**src/rtl/weight_fetch_if.sv**
```systemverilog
// weight_fetch_if: job control, ROM read port and packed beat stream of the weight fetch unit
interface weight_fetch_if #(
  parameter int DATA_SIZE  = 8,
  parameter int ADDR_WIDTH = 20,
  parameter int LANES      = 4,
  parameter int LEN_WIDTH  = 16
);
  logic                       start;
  logic [ADDR_WIDTH-1:0]      base_addr;
  logic [LEN_WIDTH-1:0]       length;
  logic                       busy;
  logic                       done;
  logic                       rom_en;
  logic [ADDR_WIDTH-1:0]      rom_addr;
  logic [DATA_SIZE-1:0]       rom_data;
  logic [LANES*DATA_SIZE-1:0] out_data;
  logic                       out_valid;
  logic                       out_ready;
  logic                       out_last;
  modport master (
    input  start, base_addr, length, rom_data, out_ready,
    output busy, done, rom_en, rom_addr, out_data, out_valid, out_last
  );
  modport slave (
    output start, base_addr, length, rom_data, out_ready,
    input  busy, done, rom_en, rom_addr, out_data, out_valid, out_last
  );
endinterface

```
**src/rtl/weight_fetch_unit.sv**
```systemverilog
// weight_fetch_unit: streams a run of ROM words through a credit-limited return FIFO into packed multi-lane beats
module weight_fetch_unit #(
  parameter int DATA_SIZE   = 8,
  parameter int ADDR_WIDTH  = 20,
  parameter int LANES       = 4,
  parameter int ROM_LATENCY = 1,
  parameter int LEN_WIDTH   = 16,
  parameter int FIFO_DEPTH  = 4
) (
  input logic clk,
  input logic rst_n,
  weight_fetch_if.master bus
);
  localparam int LW = LANES > 1 ? $clog2(LANES) : 1;
  localparam int PW = FIFO_DEPTH > 1 ? $clog2(FIFO_DEPTH) : 1;
  localparam int CW = $clog2(FIFO_DEPTH + 1);
  localparam int BW = LANES * DATA_SIZE;
  typedef enum logic [1:0] {IDLE, FETCH, DRAIN, DONE} state_t;
  state_t                 state, state_nxt;
  logic [ADDR_WIDTH-1:0]  next_addr, iss_addr;
  logic [LEN_WIDTH-1:0]   rd_left, pk_left;
  logic [ROM_LATENCY-1:0] pipe;
  logic [DATA_SIZE-1:0]   mem [FIFO_DEPTH];
  logic [PW-1:0]          wr_ptr, rd_ptr;
  logic [CW-1:0]          cnt, used;
  logic [LW-1:0]          lc;
  logic [BW-1:0]          acc, beat;
  logic [DATA_SIZE-1:0]   word;
  logic                   issue, push, pop, avail, bypass, fin, hs, last_word;
  assign bus.busy = state != IDLE;
  assign bus.done = state == DONE;
  // used counts every word issued but not yet packed, so FIFO room is reserved at issue time
  always_comb begin
    push      = pipe[ROM_LATENCY-1];
    avail     = cnt != '0 || push;
    word      = cnt != '0 ? mem[rd_ptr] : bus.rom_data;
    last_word = pk_left == LEN_WIDTH'(1);
    fin       = lc == LW'(LANES - 1) || last_word;
    hs        = bus.out_valid && bus.out_ready;
    pop       = avail && (!fin || !bus.out_valid || bus.out_ready);
    bypass    = push && pop && cnt == '0;
    iss_addr  = state == IDLE ? bus.base_addr : next_addr;
    issue     = state == IDLE ? bus.start && bus.length != '0
              : state == FETCH && rd_left != '0 && (used - CW'(pop)) < CW'(FIFO_DEPTH);
    beat      = acc;
    beat[lc*DATA_SIZE +: DATA_SIZE] = word;
    state_nxt = state;
    unique case (state)
      IDLE:    state_nxt = !bus.start ? IDLE : bus.length == '0 ? DONE : FETCH;
      FETCH:   state_nxt = rd_left == '0 || (issue && rd_left == LEN_WIDTH'(1)) ? DRAIN : FETCH;
      DRAIN:   state_nxt = hs && bus.out_last ? DONE : DRAIN;
      default: state_nxt = IDLE;
    endcase
  end
  always_ff @(posedge clk) begin
    if (!rst_n) begin
      state         <= IDLE;
      pipe          <= '0;
      bus.rom_en    <= 1'b0;
      bus.rom_addr  <= '0;
      next_addr     <= '0;
      rd_left       <= '0;
      pk_left       <= '0;
      used          <= '0;
      cnt           <= '0;
      wr_ptr        <= '0;
      rd_ptr        <= '0;
      lc            <= '0;
      acc           <= '0;
      bus.out_valid <= 1'b0;
      bus.out_data  <= '0;
      bus.out_last  <= 1'b0;
    end else begin
      state      <= state_nxt;
      pipe       <= (pipe << 1) | ROM_LATENCY'(bus.rom_en);
      bus.rom_en <= issue;
      if (issue) begin
        bus.rom_addr <= iss_addr;
        next_addr    <= iss_addr + 1'b1;
        rd_left      <= (state == IDLE ? bus.length : rd_left) - 1'b1;
      end
      if (state == IDLE && bus.start) pk_left <= bus.length;
      else if (pop) pk_left <= pk_left - 1'b1;
      used <= used + CW'(issue) - CW'(pop);
      cnt  <= cnt + CW'(push) - CW'(pop);
      if (push && !bypass) wr_ptr <= wr_ptr == PW'(FIFO_DEPTH - 1) ? '0 : wr_ptr + 1'b1;
      if (pop && cnt != '0) rd_ptr <= rd_ptr == PW'(FIFO_DEPTH - 1) ? '0 : rd_ptr + 1'b1;
      if (hs) bus.out_valid <= 1'b0;
      if (pop && fin) begin
        bus.out_data  <= beat;
        bus.out_valid <= 1'b1;
        bus.out_last  <= last_word;
        acc           <= '0;
        lc            <= '0;
      end else if (pop) begin
        acc <= beat;
        lc  <= lc + 1'b1;
      end
    end
  end
  always_ff @(posedge clk)
    if (push && !bypass) mem[wr_ptr] <= bus.rom_data;
endmodule
```
**src/flat_wrapper.sv**
```systemverilog
// flat-port wrapper written by rule: the top's interface ports become plain ports
module weight_fetch_unit_flat 
#(
  parameter int DATA_SIZE   = 8,
  parameter int ADDR_WIDTH  = 20,
  parameter int LANES       = 4,
  parameter int ROM_LATENCY = 1,
  parameter int LEN_WIDTH   = 16,
  parameter int FIFO_DEPTH  = 4
)
  (clk, rst_n, bus_start, bus_base_addr, bus_length, bus_rom_data, bus_out_ready, bus_busy, bus_done, bus_rom_en, bus_rom_addr, bus_out_data, bus_out_valid, bus_out_last);
  weight_fetch_if #(.DATA_SIZE(DATA_SIZE), .ADDR_WIDTH(ADDR_WIDTH), .LANES(LANES), .LEN_WIDTH(LEN_WIDTH)) bus_i ();
  input logic clk;
  input logic rst_n;
  input wire logic [$bits(bus_i.start)-1:0] bus_start;
  input wire logic [$bits(bus_i.base_addr)-1:0] bus_base_addr;
  input wire logic [$bits(bus_i.length)-1:0] bus_length;
  input wire logic [$bits(bus_i.rom_data)-1:0] bus_rom_data;
  input wire logic [$bits(bus_i.out_ready)-1:0] bus_out_ready;
  output wire logic [$bits(bus_i.busy)-1:0] bus_busy;
  output wire logic [$bits(bus_i.done)-1:0] bus_done;
  output wire logic [$bits(bus_i.rom_en)-1:0] bus_rom_en;
  output wire logic [$bits(bus_i.rom_addr)-1:0] bus_rom_addr;
  output wire logic [$bits(bus_i.out_data)-1:0] bus_out_data;
  output wire logic [$bits(bus_i.out_valid)-1:0] bus_out_valid;
  output wire logic [$bits(bus_i.out_last)-1:0] bus_out_last;
  assign bus_i.start = bus_start;
  assign bus_i.base_addr = bus_base_addr;
  assign bus_i.length = bus_length;
  assign bus_i.rom_data = bus_rom_data;
  assign bus_i.out_ready = bus_out_ready;
  assign bus_busy = bus_i.busy;
  assign bus_done = bus_i.done;
  assign bus_rom_en = bus_i.rom_en;
  assign bus_rom_addr = bus_i.rom_addr;
  assign bus_out_data = bus_i.out_data;
  assign bus_out_valid = bus_i.out_valid;
  assign bus_out_last = bus_i.out_last;
  weight_fetch_unit #(.DATA_SIZE(DATA_SIZE), .ADDR_WIDTH(ADDR_WIDTH), .LANES(LANES), .ROM_LATENCY(ROM_LATENCY), .LEN_WIDTH(LEN_WIDTH), .FIFO_DEPTH(FIFO_DEPTH)) u_core (.clk(clk), .rst_n(rst_n), .bus(bus_i));
endmodule
```
**config.mk**
```make
export PLATFORM = sky130hd
export DESIGN_NAME = weight_fetch_unit_flat
export DESIGN_NICKNAME = d
export VERILOG_FILES = /design/src/rtl/weight_fetch_if.sv /design/src/rtl/weight_fetch_unit.sv /design/src/flat_wrapper.sv
export SDC_FILE = /design/constraint.sdc
export NUM_CORES = 1
export LEC_CHECK = 0
export CORE_MARGIN = 1
export CORE_UTILIZATION = 45
export CTS_CLUSTER_SIZE = 10
export DETAILED_ROUTE_END_ITERATION = 6
export PLACE_DENSITY = 0.68
export SLEW_MARGIN = 20
export SYNTH_ARGS = -nofsm -noshare
export SYNTH_HDL_FRONTEND = slang
export SYNTH_SLANG_ARGS = --single-unit
```
**constraint.sdc**
```tcl
create_clock -name clk -period 8 [get_ports clk]
set_input_delay 1.2 -clock clk [delete_from_list [all_inputs] [get_ports clk]]
set_output_delay 1.2 -clock clk [all_outputs]
set_load 0.1 [all_outputs]
```
[Word-level counts from Yosys, hierarchy flattened]
Memories as Yosys holds them, arrays and structs flattened. A register that Yosys moved wholly into a read port is not among the register bits.
Index checks and enable logic that the tools add are counted.
Cells by class
  shifts and indexed selects: 2
  equality and inequality tests: 8
  magnitude comparators: 1
  muxes and demuxes: 20
  reductions and logical operators: 32
  bitwise logic cells: 1
  add/subtract/negate cells: 12
Operators by type and width (count)
  $mux W16: 3
  $neg A5 Y34: 1
  $shift A8 B34 Y32 const A: 1
  $shiftx A8 B34 Y32: 1
  $bwmux W32: 1
  $eq A16 B1 Y1 const B: 2
  $logic_not A16 Y1: 2
  $reduce_bool A16 Y1: 2
  $sub A16 B1 Y16 const B: 2
  $add A20 B1 Y20 const B: 1
  $mux W20: 1
  $mux W2: 7
  $logic_and A1 B1 Y1: 13
  $eq A2 B2 Y1 const B: 5
  $sub A3 B1 Y3: 3
  $mux W8: 1
  $add A2 B1 Y2 const B: 3
  $add A3 B1 Y3: 2
  $mux W1: 6
  $pmux W2 S3: 1
  $reduce_bool A2 Y1: 3
  $logic_or A1 B1 Y1: 5
  $logic_not A1 Y1: 3
  $logic_not A3 Y1: 1
  other kinds (6): 6
Word-level totals
  word-level logic and storage cells: 93
  bits of input ports: 48
  RAM bits: 32
  bits in registers: 154
  memories: 1
  output and inout bits: 57
Memories
  u_core.mem: depth 4, bits a word 8, rd ports 1, clocked after Yosys merged registers in 1, wr ports 1, line weight_fetch_unit.sv:23  | logic [DATA_SIZE-1:0] mem [FIFO_DEPTH];

[Logic depth before layout (Yosys ltp)]
  depth in word-level cells: 14
  depth in mapped cells: 19
  depth with buffers taken out: 16

[Worst setup path before layout]
Ideal clock, no wire load.
  kind: input -> register
  start point: input port bus_out_ready
  end point: register u_core.used[2]
  setup slack: 3.682 ns
  arrival: 4.191 ns
  stages: 17
  path buffers: 3
  library setup time: 0.128 ns
  required time: 7.872 ns
  cell sequence: nor2b_1 > and3_1 > a21oi_1 > clkbuf_1 > buf_2 > ha_1 > ha_1 > xor2_1 > a311oi_2 > nor2_4 > inv_2 > buf_2 > ha_1 > fa_1 > xnor2_1 > xnor2_1 > nor2_1
On the way
  cells in the longest elaborated chain, start to end: 8
RTL lines
  start, declared: line flat_wrapper.sv:19  | input wire logic [$bits(bus_i.out_ready)-1:0] bus_out_ready;
  $logic_or A1 B1 Y1: line weight_fetch_unit.sv:40  | pop = avail && (!fin || !bus.out_valid || bus.out_ready);
  $logic_and A1 B1 Y1: line weight_fetch_unit.sv:40
  $sub A3 B1 Y3: line weight_fetch_unit.sv:44  | : state == FETCH && rd_left != '0 && (used - CW'(pop)) < CW'(FIFO_DEPTH);
  $lt A3 B3 Y1: line weight_fetch_unit.sv:44
  $logic_and A1 B1 Y1: line weight_fetch_unit.sv:44
  $mux W1: line weight_fetch_unit.sv:43  | issue = state == IDLE ? bus.start && bus.length != '0
  named net u_core.issue: line weight_fetch_unit.sv:29  | logic issue, push, pop, avail, bypass, fin, hs, last_word;
  $add A3 B1 Y3: line weight_fetch_unit.sv:84  | used <= used + CW'(issue) - CW'(pop);
  $sub A3 B1 Y3: line weight_fetch_unit.sv:84
  end signal, assigned: line weight_fetch_unit.sv:84
  end, declared: line weight_fetch_unit.sv:25  | logic [CW-1:0] cnt, used;
The timed path passes the listed nets, and every way through them passes these cells.
A chain may end at the register's enable or synchronous reset.

[Worst setup path after layout]
  start point: input port bus_out_ready
  end point: register u_core.used[2]
On the way
  cells in the longest elaborated chain, start to end: 8
RTL lines (line)
  $logic_or A1 B1 Y1 *: weight_fetch_unit.sv:40
  $logic_and A1 B1 Y1 *: weight_fetch_unit.sv:40
  $sub A3 B1 Y3: weight_fetch_unit.sv:44
  $lt A3 B3 Y1: weight_fetch_unit.sv:44
  $logic_and A1 B1 Y1: weight_fetch_unit.sv:44
  $mux W1: weight_fetch_unit.sv:43
  $add A3 B1 Y3: weight_fetch_unit.sv:84
  $sub A3 B1 Y3 *: weight_fetch_unit.sv:84
Mark *: on every way between the ends. The rest lies on a longest branch, timed or not.

==> flow_metrics.env <==
export IMPL_syn_inst=1065
export IMPL_avgViaCountPerCell=5.75
export IMPL_routed_wl_mm=23.9
export IMPL_dpl_cell_area_sq_mm=0.0107
export IMPL_maxSlewViolCount=0
export IMPL_fin_hold_ws_ps=459
export IMPL_skew_ps=12.4
export IMPL_crit_type="in -> reg"
export IMPL_grt_setup_unrepaired="false"
export IMPL_hold_buffers=0
export IMPL_die_h_microns=148
export IMPL_async_flop_share_pct=0
export IMPL_fmax_ghz=0.182
export IMPL_post_cts_buffers=0
export IMPL_hold_viol=0
export IMPL_ys_flop_type="dfxtp_1"
export IMPL_hold_class="reg -> reg"
export IMPL_diodes=0
export IMPL_p_per_area_mw_per_mm2=343
export IMPL_row_count=52
export IMPL_critPathMaxFanout=54
export IMPL_portBuffers=104
export IMPL_synthesis_nets=1135
export IMPL_drive_gt1_share_pct=8.39
export IMPL_nets=1201
export IMPL_ff2ff_path_depth=15
export IMPL_tritoncts="done"
export IMPL_postCtsResizedCells=0
export IMPL_synth_top_area_share_pct=32.8
export IMPL_cp_required_ps=8300
export IMPL_yosys_warnings=0
export IMPL_synth_most_common_cell="dfxtp_1"
export IMPL_fp_dieW_microns=148
export IMPL_period_share_pct=68.6
export IMPL_synth_edf_count=32
export IMPL_grt_pass1_vias=7485
export IMPL_synth_cell_types=87
export IMPL_clkTransAtPathRegs_ps=70
export IMPL_antenna_left=0
export IMPL_cp_arrival_ps=5790
export IMPL_h_tree_depth=4
export IMPL_pre_cts_slack_ps=2030
export IMPL_fin_util_pct=55.2
export IMPL_numCtsBuffers=17
export IMPL_grt_overflow=0
export IMPL_setup_tns_ps=0
export IMPL_place_gp_congestion=0.832
export IMPL_ioPinCount=105
export IMPL_tightestPinTransition_ps=1050
export IMPL_outcome="complete, no violations"
export IMPL_vias=8136
export IMPL_grt_usage_pct=22.7
export IMPL_setup_viol=0
export IMPL_avgSynthCellArea_sq_um=8.95
export IMPL_holdPathStages=2
export IMPL_core_sq_mm=0.0205
export IMPL_grt_pass1_wl_mm=39.5
export IMPL_clockRootBuffer="clkbuf_16"
export IMPL_ys_ff_latch=188
export IMPL_initial_utilization_pct=46.5
export IMPL_grt_max_degree=76
export IMPL_final_area_sq_mm=0.0113
export IMPL_fin_ws_ps=2510
export IMPL_first_pass_iters=5
export IMPL_cap_violations=0
export IMPL_clock_path_buffers=2
export IMPL_slew_headroom_pct=29.9
export IMPL_synth_commonest_cells="dfxtp_1, nor2_1, a21oi_1"
export IMPL_synth_area_sq_mm=0.00954
export IMPL_end_kind="register"
export IMPL_antenna_found_initial=0
export IMPL_clock_sinks=188
export IMPL_ir_worst_vdd_v=0.000220
export IMPL_yosys_top_cells_area="dfxtp_1, edfxtp_1, a211oi_1"
export IMPL_wire_per_inst_microns=16.9
export IMPL_area_growth_pct=18.6
export IMPL_yosysSeqAreaShare_pct=42.8
export IMPL_dieArea_sq_mm=0.0218
export IMPL_crit_path_start_kind="input port"
export IMPL_min_period_ps=5490
export IMPL_yosys_area_top_type="dfxtp_1"
export IMPL_drt_iter0_markers=837
export IMPL_drcViolationCount=0
export IMPL_clock_latency_ps=440
export IMPL_worst_r2r_setup_slack_ps=3010
export IMPL_dp_hpwl_mm=15.6
export IMPL_leakagePower_nw=3.96
[critical path: stages]
cell and delay, ps:
clkdlybuf4s50_1 440, nor2b_1 410, and3_1 310, a21oi_4 70
ha_1 220, ha_1 190, xor2_1 250, a311oi_2 60
buf_4 230, nor2_4 650, inv_2 600, ha_1 390
fa_1 380, xnor2_1 190, xnor2_1 130, nor2_1 50
[area by class of cell]
type | count | area (sq um)
clock buffers | 17 | 425
clock inverters | 15 | 159
fillers | 1873 | 9190
inverters | 25 | 93.8
multi-input cells | 783 | 5070
flip-flops and latches | 188 | 4080
well taps | 270 | 338
repair buffers | 116 | 1130
[power breakdown]
part | switching, mW | total [mW] | internal [mW]
logic | 1.16 | 1.72 | 0.566
clock network | 0.422 | 0.841 | 0.419
registers | 0.147 | 1.31 | 1.17
total | 1.73 | 3.88 | 2.15
[stage by stage]
stage                     power, mW  instances
after floorplan                2.65       1065
after global placement         3.03       1382
after detailed placement       3.05       1382
after CTS                      3.90       1414
after global routing           4.12       1414
final                          3.88       1414
[logic make-up (layout without fill, tap and decap cells)]
logic type               Yosys count  after routing  synth area share (%)
AND/OR/NAND/NOR                  374            374                  20.0
AO/OA/AOI/OAI                    336            336                  23.7
flip-flops                       188            188                  42.8
buffers and inverters             94            173                  4.19
multiplexers                      30             30                  4.33
adder cells (fa/ha/maj)           22             22                  3.04
XOR/XNOR                          21             21                  1.93
[per-layer routing]
metal	global-route usage (%)	vias to the layer above	part of all wire [%]
met1	31.8	3819	48
met3	4.44	22	5.1
met4	5.41	0	1.1
met5	0	-	0
met2	36.1	224	46
li1	-	4071	-
[flip-flops by register name (all words and copies together), names as in the netlist, 2 cells and up, named ones only]
name	flops
u_core.rd_ptr	2
u_core.lc	2
u_core.bus.out_data	32
u_core.mem	32
u_core.cnt	3
u_core.wr_ptr	2
u_core.acc	32
u_core.state	2
u_core.bus.rom_addr	20
u_core.next_addr	20
u_core.used	3
u_core.rd_left	16
u_core.pk_left	16
[layout by cell type, fill, tap and decap left out, types with 17 or more instances in the layout]
master,netlist,layout
a211oi_1,66,66
and2_1,21,21
clkdlybuf4s50_1,0,104
clkbuf_16,0,17
edfxtp_1,32,32
a21oi_1,97,96
nor2_1,125,125
nand3_1,20,20
nor2b_1,34,34
nor3_1,18,18
o211ai_1,18,18
o21ai_0,52,52
nand2_1,81,81
ha_1,20,20
dfxtp_1,156,156
inv_1,23,23
[final timing paths]
| path | from | endpoint |
|---|---|---|
| min reg2reg | u_core.next_addr[10] | u_core.next_addr[10] |
| max reg2reg | u_core.pk_left[11] | u_core.used[2] |
| min | u_core.next_addr[10] | u_core.next_addr[10] |
| max | bus_out_ready | u_core.used[2] |
No activity file was read; power rests on OpenSTA's default activity.
